File: src/rtl/user_r_stream_src.sv
// Producer-to-host read stream: circular FIFO with end-of-stream tracking and flush on close.
// Read data appears 1 cycle after an accepted rden; in_ready drops when full, closed, in reset or after eos.
module user_r_stream_src #(
  parameter int DATA_W = 32,
  parameter int DEPTH  = 16
) (
  input  logic                       clkB,
  input  logic                       rst_clkB,
  input  logic [DATA_W-1:0]          in_data,
  input  logic                       in_valid,
  output logic                       in_ready,
  input  logic                       eos_flag_clkB,
  input  logic                       user_r_mydevice_open,
  input  logic                       user_r_mydevice_rden,
  output logic                       user_r_mydevice_empty,
  output logic [DATA_W-1:0]          user_r_mydevice_data,
  output logic                       user_r_mydevice_eof,
  output logic [$clog2(DEPTH):0]     fill_level
);

  localparam int AW = $clog2(DEPTH);
  localparam int CW = AW + 1;

  logic [DATA_W-1:0] mem [DEPTH];
  logic [AW-1:0]     wrPtr, rdPtr;
  logic [CW-1:0]     count;
  logic              eosPending;
  logic              eofReg;
  logic [DATA_W-1:0] dataReg;
  logic              wrEn, rdEn, isEmpty;

  assign isEmpty  = (count == '0);
  assign in_ready = !rst_clkB && user_r_mydevice_open && (count < CW'(DEPTH)) && !eosPending;
  assign wrEn     = in_valid && in_ready;
  // A read needs a word present; at count==0 a concurrent write lands but is not readable yet.
  assign rdEn     = user_r_mydevice_open && user_r_mydevice_rden && !isEmpty && !eofReg;

  assign user_r_mydevice_empty = isEmpty;
  assign user_r_mydevice_data  = dataReg;
  assign user_r_mydevice_eof   = eofReg;
  assign fill_level            = count;

  always_ff @(posedge clkB) begin
    if (wrEn) mem[wrPtr] <= in_data;
  end

  always_ff @(posedge clkB) begin
    if (rst_clkB || !user_r_mydevice_open) begin
      wrPtr      <= '0;
      rdPtr      <= '0;
      count      <= '0;
      eosPending <= 1'b0;
      eofReg     <= 1'b0;
      dataReg    <= '0;
    end else begin
      if (wrEn) wrPtr <= wrPtr + AW'(1);
      if (rdEn) begin
        rdPtr   <= rdPtr + AW'(1);
        dataReg <= mem[rdPtr];
      end
      case ({wrEn, rdEn})
        2'b10:   count <= count + CW'(1);
        2'b01:   count <= count - CW'(1);
        default: count <= count;
      endcase
      if (eos_flag_clkB) eosPending <= 1'b1;
      // eof follows the drain by one edge since it looks at the registered count.
      if (eosPending && isEmpty) eofReg <= 1'b1;
    end
  end

endmodule

File: config.mk
export PLATFORM = sky130hd
export DESIGN_NAME = user_r_stream_src
export DESIGN_NICKNAME = d
export VERILOG_FILES = /design/src/rtl/user_r_stream_src.sv
export SDC_FILE = /design/constraint.sdc
export NUM_CORES = 1
export LEC_CHECK = 0
export CAP_MARGIN = 5
export CORE_MARGIN = 5
export CORE_UTILIZATION = 40
export DETAILED_ROUTE_END_ITERATION = 10
export GPL_TIMING_DRIVEN = 0
export HOLD_SLACK_MARGIN = 0.1
export PLACE_DENSITY = 0.61
export SLEW_MARGIN = 40
export SYNTH_ARGS = -nofsm -noshare
export SYNTH_HDL_FRONTEND = slang
export SYNTH_SLANG_ARGS = --single-unit
File: constraint.sdc
create_clock -name clkB -period 4.2 [get_ports clkB]
set_clock_uncertainty 0.2 [all_clocks]
set_input_delay 0.63 -clock clkB [delete_from_list [all_inputs] [get_ports clkB]]
set_output_delay 0.63 -clock clkB [all_outputs]
set_load 0.02 [all_outputs]
## Yosys cells after proc, flatten, opt, wreduce, memory -nomap -nowiden

Memories as Yosys holds them, arrays and structs flattened. A register that Yosys moved wholly into a read port is not among the register bits.
Cells that the tools add are included.

| word-level totals | value |
|---|---|
| memories kept | 1 |
| bits in writable memories | 512 |
| output and inout port bits | 40 |
| bits in registers | 15 |
| word-level logic and storage cells | 32 |

| operators by class | value |
|---|---|
| equality and inequality tests | 2 |
| add/sub/neg operators | 4 |
| reductions and logical operators | 16 |
| magnitude comparators | 1 |
| mux-type cells | 3 |

Memories:

| memory | depth | width | read ports | clocked after memory_dff | wr ports | RTL line | RTL |
|---|---|---|---|---|---|---|---|
| mem | 16 | 32 | 1 | 1 | 1 | 24 | `logic [DATA_W-1:0] mem [DEPTH];` |

Operators with widths:

| kind | count |
|---|---|
| case mux 5 bit (2 select lines) | 1 |
| adder 4 x 1 -> 4 bit, second input constant | 2 |
| logical AND 1 bit | 8 |
| adder 5 x 1 -> 5 bit, second input constant | 1 |
| zero test 1 bit | 5 |
| zero test 5 bit | 1 |
| less-than comparator 5 bit, second input constant | 1 |
| subtractor 5 x 1 -> 5 bit, second input constant | 1 |
| equality test 2 x 1 -> 1 bit, second input constant | 1 |
| equality test 2 bit, second input constant | 1 |
| two-way mux 1 bit | 2 |
| nonzero test 2 bit | 1 |
| logical OR 1 bit | 1 |

## Logic depth before layout (Yosys ltp)

| depth | value |
|---|---|
| word-level depth | 7 |
| mapped depth | 10 |

## Least setup slack after synthesis

No wires, ideal clock.

| timing | value |
|---|---|
| path kind | input to register |
| from | input rst_clkB |
| to | memory mem[0][0] (enable) |
| buffers on the path | 1 |
| data required time | 3539 ps |
| library setup time | 461 ps |
| stages on the path | 5 |
| arrival time | 4343 ps |
| setup slack | -804 ps |
| path through | nor4b_1 -> and2_0 -> clkbuf_1 -> nand2_1 -> nor3_1 |

| on the way | value |
|---|---|
| longest elaborated chain between the ends | 7 |

Ends and longest elaborated chain:

| what | RTL line | RTL |
|---|---|---|
| start, declared | 8 | `input logic rst_clkB,` |
| zero test 1 bit | 33 | `assign in_ready = !rst_clkB && user_r_mydevice_open && (count < CW'(DEPTH)) && !eosPending;` |
| logical AND 1 bit (3 in series) | 33 |  |
| logical AND 1 bit | 34 | `assign wrEn = in_valid && in_ready;` |
| two-way mux 1 bit | 44 | `if (wrEn) mem[wrPtr] <= in_data;` |
| two-way mux 1 bit (not written as such) | 44 |  |
| end, declared | 24 |  |

No other way between the ends.

## Worst setup path after layout

| timing | value |
|---|---|
| from | input user_r_mydevice_open |
| to | register count[4] (netlist: fill_level[4]) |

| on the way | value |
|---|---|
| longest elaborated chain between the ends | 6 |

Ends and longest elaborated chain:

| what | RTL line | RTL |
|---|---|---|
| start, declared | 13 | `input logic user_r_mydevice_open,` |
| logical AND 1 bit (3 in series) | 33 |  |
| logical AND 1 bit | 34 |  |
| equality test 2 x 1 -> 1 bit / equality test 2 bit (equally long branches) | 61 | `case ({wrEn, rdEn})` |
| case mux 5 bit (2 select lines) / nonzero test 2 bit (equally long branches) | n/a |  |
| end signal, assigned | 62 | `2'b10: count <= count + CW'(1);` |
| end signal, assigned | 63 | `2'b01: count <= count - CW'(1);` |
| end signal, assigned | 64 | `default: count <= count;` |
| end, declared | 26 | `logic [CW-1:0] count;` |

Parallel ways exist; a longest one is shown, timed or not.
A chain may end at the register's enable or synchronous reset.

==> impl_metrics.csv <==
group,metric,value,unit
run_status,outcome,"finished, final reports clean",
placed_design,gp_congestion,0.737,
logic_synthesis,synthesis.nets,1010,
die,num_rows,84,
placed_design,io_buffers,77,
final_layout,instances_no_fill,1872,
clock_tree,postCtsHoldBufs,0,
die,core-area,52600,um2
power_and_ir_drop,clkPwrFrac,43.8,%
critical_path,crit_fanout,6,
critical_path,slowest_stage,"clkdlybuf4s50_1",
clock_tree,post-cts-setup-buffers,0,
logic_synthesis,ys_ff_latch,559,
sta,fin_tns_setup,0,ps
detailed_routing,drtIter0Drc,802,
detailed_routing,wl_met3,2430,um
logic_synthesis,syn_area_per_cell,22.0,um2
clock_tree,clk_pin_slew_worst_paths,60,ps
min_path,hold_class,"reg2reg",
sta,worst_pin_slew,926,ps
clock_tree,clkSinkCount,559,
clock_tree,post_cts_resized,0,
sta,fmax,0.300,GHz
clock_tree,cts_tree,"yes",
logic_synthesis,ys_seq_area_share,77.0,%
global_routing,antenna_found_initial,1,
detailed_routing,wl,46700,um
detailed_routing,drc,0,
sta,setup_violations,0,
sta,rsz0062_at_grt,"false",
global_routing,grt_pass1_wl,70400,um
detailed_routing,ant_nets,0,
detailed_routing,met2WireLength,24000,um
final_layout,seq_area,16300,um2
clock_tree,numCtsBuffers,55,
sta,fin_crit_sh,79.5,%
detailed_routing,wl_met1,19300,um
critical_path,cp.required,4520,ps
sta,slew_headroom,38.2,%
logic_synthesis,synthesis.area,21200,um2
placed_design,dp.cells,1768,
die,ios,78,
logic_synthesis,synth_top_area_share,72.6,%
logic_synthesis,synthFlopType,"edfxtp_1",
sta,final-hold-violation-count,0,
final_layout,fillers,4327,
final_layout,layout_common_cells,"512 x edfxtp_1, 128 x mux4_2, 77 x clkdlybuf4s50_1",
power_and_ir_drop,swShare,19.4,%
job,cap_violations,0,
power_and_ir_drop,vdd_drop_max,329,uV
logic_synthesis,async_reset_ff_share,0,%
clock_tree,cts_root_buffer,"clkbuf_16",
sta,hold_ws,286,ps
sta,fin_crit,3340,ps
power_and_ir_drop,p_seq_share,54.7,%
clock_tree,clk_path_buf_depth,3,
power_and_ir_drop,pwr_density_cell,436,nW/um2
power_and_ir_drop,p_switching,2160,uW
final_layout,area_delta_synth_final,20.3,%
detailed_routing,via_per_inst,5.38,
clock_tree,clk_latency,610,ps
critical_path,critPathLaunchType,"input port",
global_routing,grt_pass1_vias,10800,
final_layout,multi_input_area,4750,um2
critical_path,crit_arrival,3660,ps
die,chipWidth,240,um
die,die-area,57700,um2
logic_synthesis,synthTopCellsByArea,"edfxtp_1 73%, mux4_2 14%, dfxtp_1 4.4%, mux2i_1 1.7%, mux2_2 1.7%",
placed_design,hpwl,30800,um
logic_synthesis,synth_cell_types,35,
logic_synthesis,yosysWarnings,0,
final_layout,layout_commonest_cell,"edfxtp_1",
global_routing,grt_usage,16.5,%
clock_tree,cts-htree-levels,2,
final_layout,fin_nets,1185,
critical_path,crit_type,"in2reg",
detailed_routing,num_vias,10100,
die,die_height,240,um
global_routing,overflow,0,
critical_path,cp_common_cell,"mux2i_1",
logic_synthesis,synth_edf_count,512,
detailed_routing,firstDrtPassIters,5,
power_and_ir_drop,power_frac_comb,1.5,%
global_routing,grt_max_degree,17,
critical_path,path_cells,"clkdlybuf4s50_1, nor4b_2, and2_0, clkbuf_1, inv_1, ha_1, fa_1, a21o_1, a21oi_1, mux2i_1, mux2i_1",
detailed_routing,top_layer_used,"met4",
die,initial_utilization,40.3,%
power_and_ir_drop,leakagePower,0.00789,uW
power_and_ir_drop,p_int,8970,uW
detailed_routing,wl_per_cell,24.9,um
logic_synthesis,yosysTopAreaCell,"edfxtp_1",
critical_path,cp_slowest_stage_delay,500,ps
sta,slew_viol_final,0,
final_layout,drive_above_1_share,28.3,%
critical_path,end_kind,"flop",
logic_synthesis,syn-instance-count,962,
-- cells by family (layout without fill, tap and decap cells) --
logic type,after synthesis,count (layout),synth area share [%]
buffers and inverters,56,277,1.25
flip-flops,559,559,77.0
AO/OA/AOI/OAI,45,45,1.97
multiplexers,196,196,17.0
adder cells (fa/ha/maj),10,10,0.626
AND/OR/NAND/NOR,88,88,1.81
XOR/XNOR,8,8,0.331
other,0,1,0
-- cell usage after synthesis (2+ instances only) --
cell type	count
nand3_1	4
a221o_1	32
a21o_1	2
a21oi_1	6
ha_1	9
xnor2_1	3
buf_6	4
nand2b_1	4
mux2i_1	36
xor2_1	5
nor3_1	5
buf_2	20
buf_1	3
nor2b_1	2
nand2_1	7
edfxtp_1	512
mux2_2	32
mux4_2	128
dfxtp_1	47
inv_1	5
nor2_1	59
clkbuf_1	24
-- flip-flops by register name, summed over array words and instances, names as in the netlist --
register	cells
mem	512
user_r_mydevice_data	32
fill_level	5
rdPtr	4
wrPtr	4
eosPending	1
user_r_mydevice_eof	1
-- through the flow --
step / util, % / instance area [um2] / worst slack (ps) / total power (uW)
finish: 48.5 / 25500 / 863 / 11100
global route: 48.5 / 25500 / 663 / 11500
CTS: 48.5 / 25500 / 578 / 11200
detailed placement: 45.1 / 23700 / -1.72 / 6380
global placement: 43.5 / 22800 / -1970 / 6360
floorplan: - / 21200 / 52.3 / 6250
-- power groups by stage --
| stage | sequential, uW | clock (uW) | combinational (uW) |
|---|---|---|---|
| floorplan | 6200 | 0 | 44.8 |
| global placement | 6200 | 0 | 158 |
| detailed placement | 6200 | 0 | 173 |
| CTS | 6080 | 4970 | 173 |
| global route | 6080 | 5200 | 186 |
| finish | 6080 | 4870 | 170 |
-- path summary, 6_finish.rpt --
path	startpoint	endpoint	slack [ps]	cells past startpoint
setup / recovery	user_r_mydevice_open	fill_level[4]	860	11
hold / removal	user_r_mydevice_data[12]	user_r_mydevice_data[12]	290	1
setup reg to reg	fill_level[4]	fill_level[4]	930	10
hold reg to reg	user_r_mydevice_data[12]	user_r_mydevice_data[12]	290	1
-- final cells by class --
cell class | instances | area share (%)
clock inverters | 29 | 1.10
clock buffers | 74 | 5.92
inverters | 5 | 0.0737
plain buffers | 51 | 1.01
diodes | 1 | 0.00982
repair buffers | 118 | 5.83
flip-flops and latches | 559 | 64.0
well taps | 688 | 3.38
multi-input cells | 347 | 18.7
-- routing by layer --
layer	track usage, %	vias up
li1	-	4373
met4	4.85	0
met5	0	-
met3	2.72	62
met2	28.2	268
met1	22.0	5360
-- worst max-delay path, delay by kind of cell --
kind	cells	cell delay [ps]
simple gates	2	640
compound gates	2	370
buf+inv	3	850
fa+ha+maj	2	720
mux	2	440
Power figures use the tool's default switching activity.
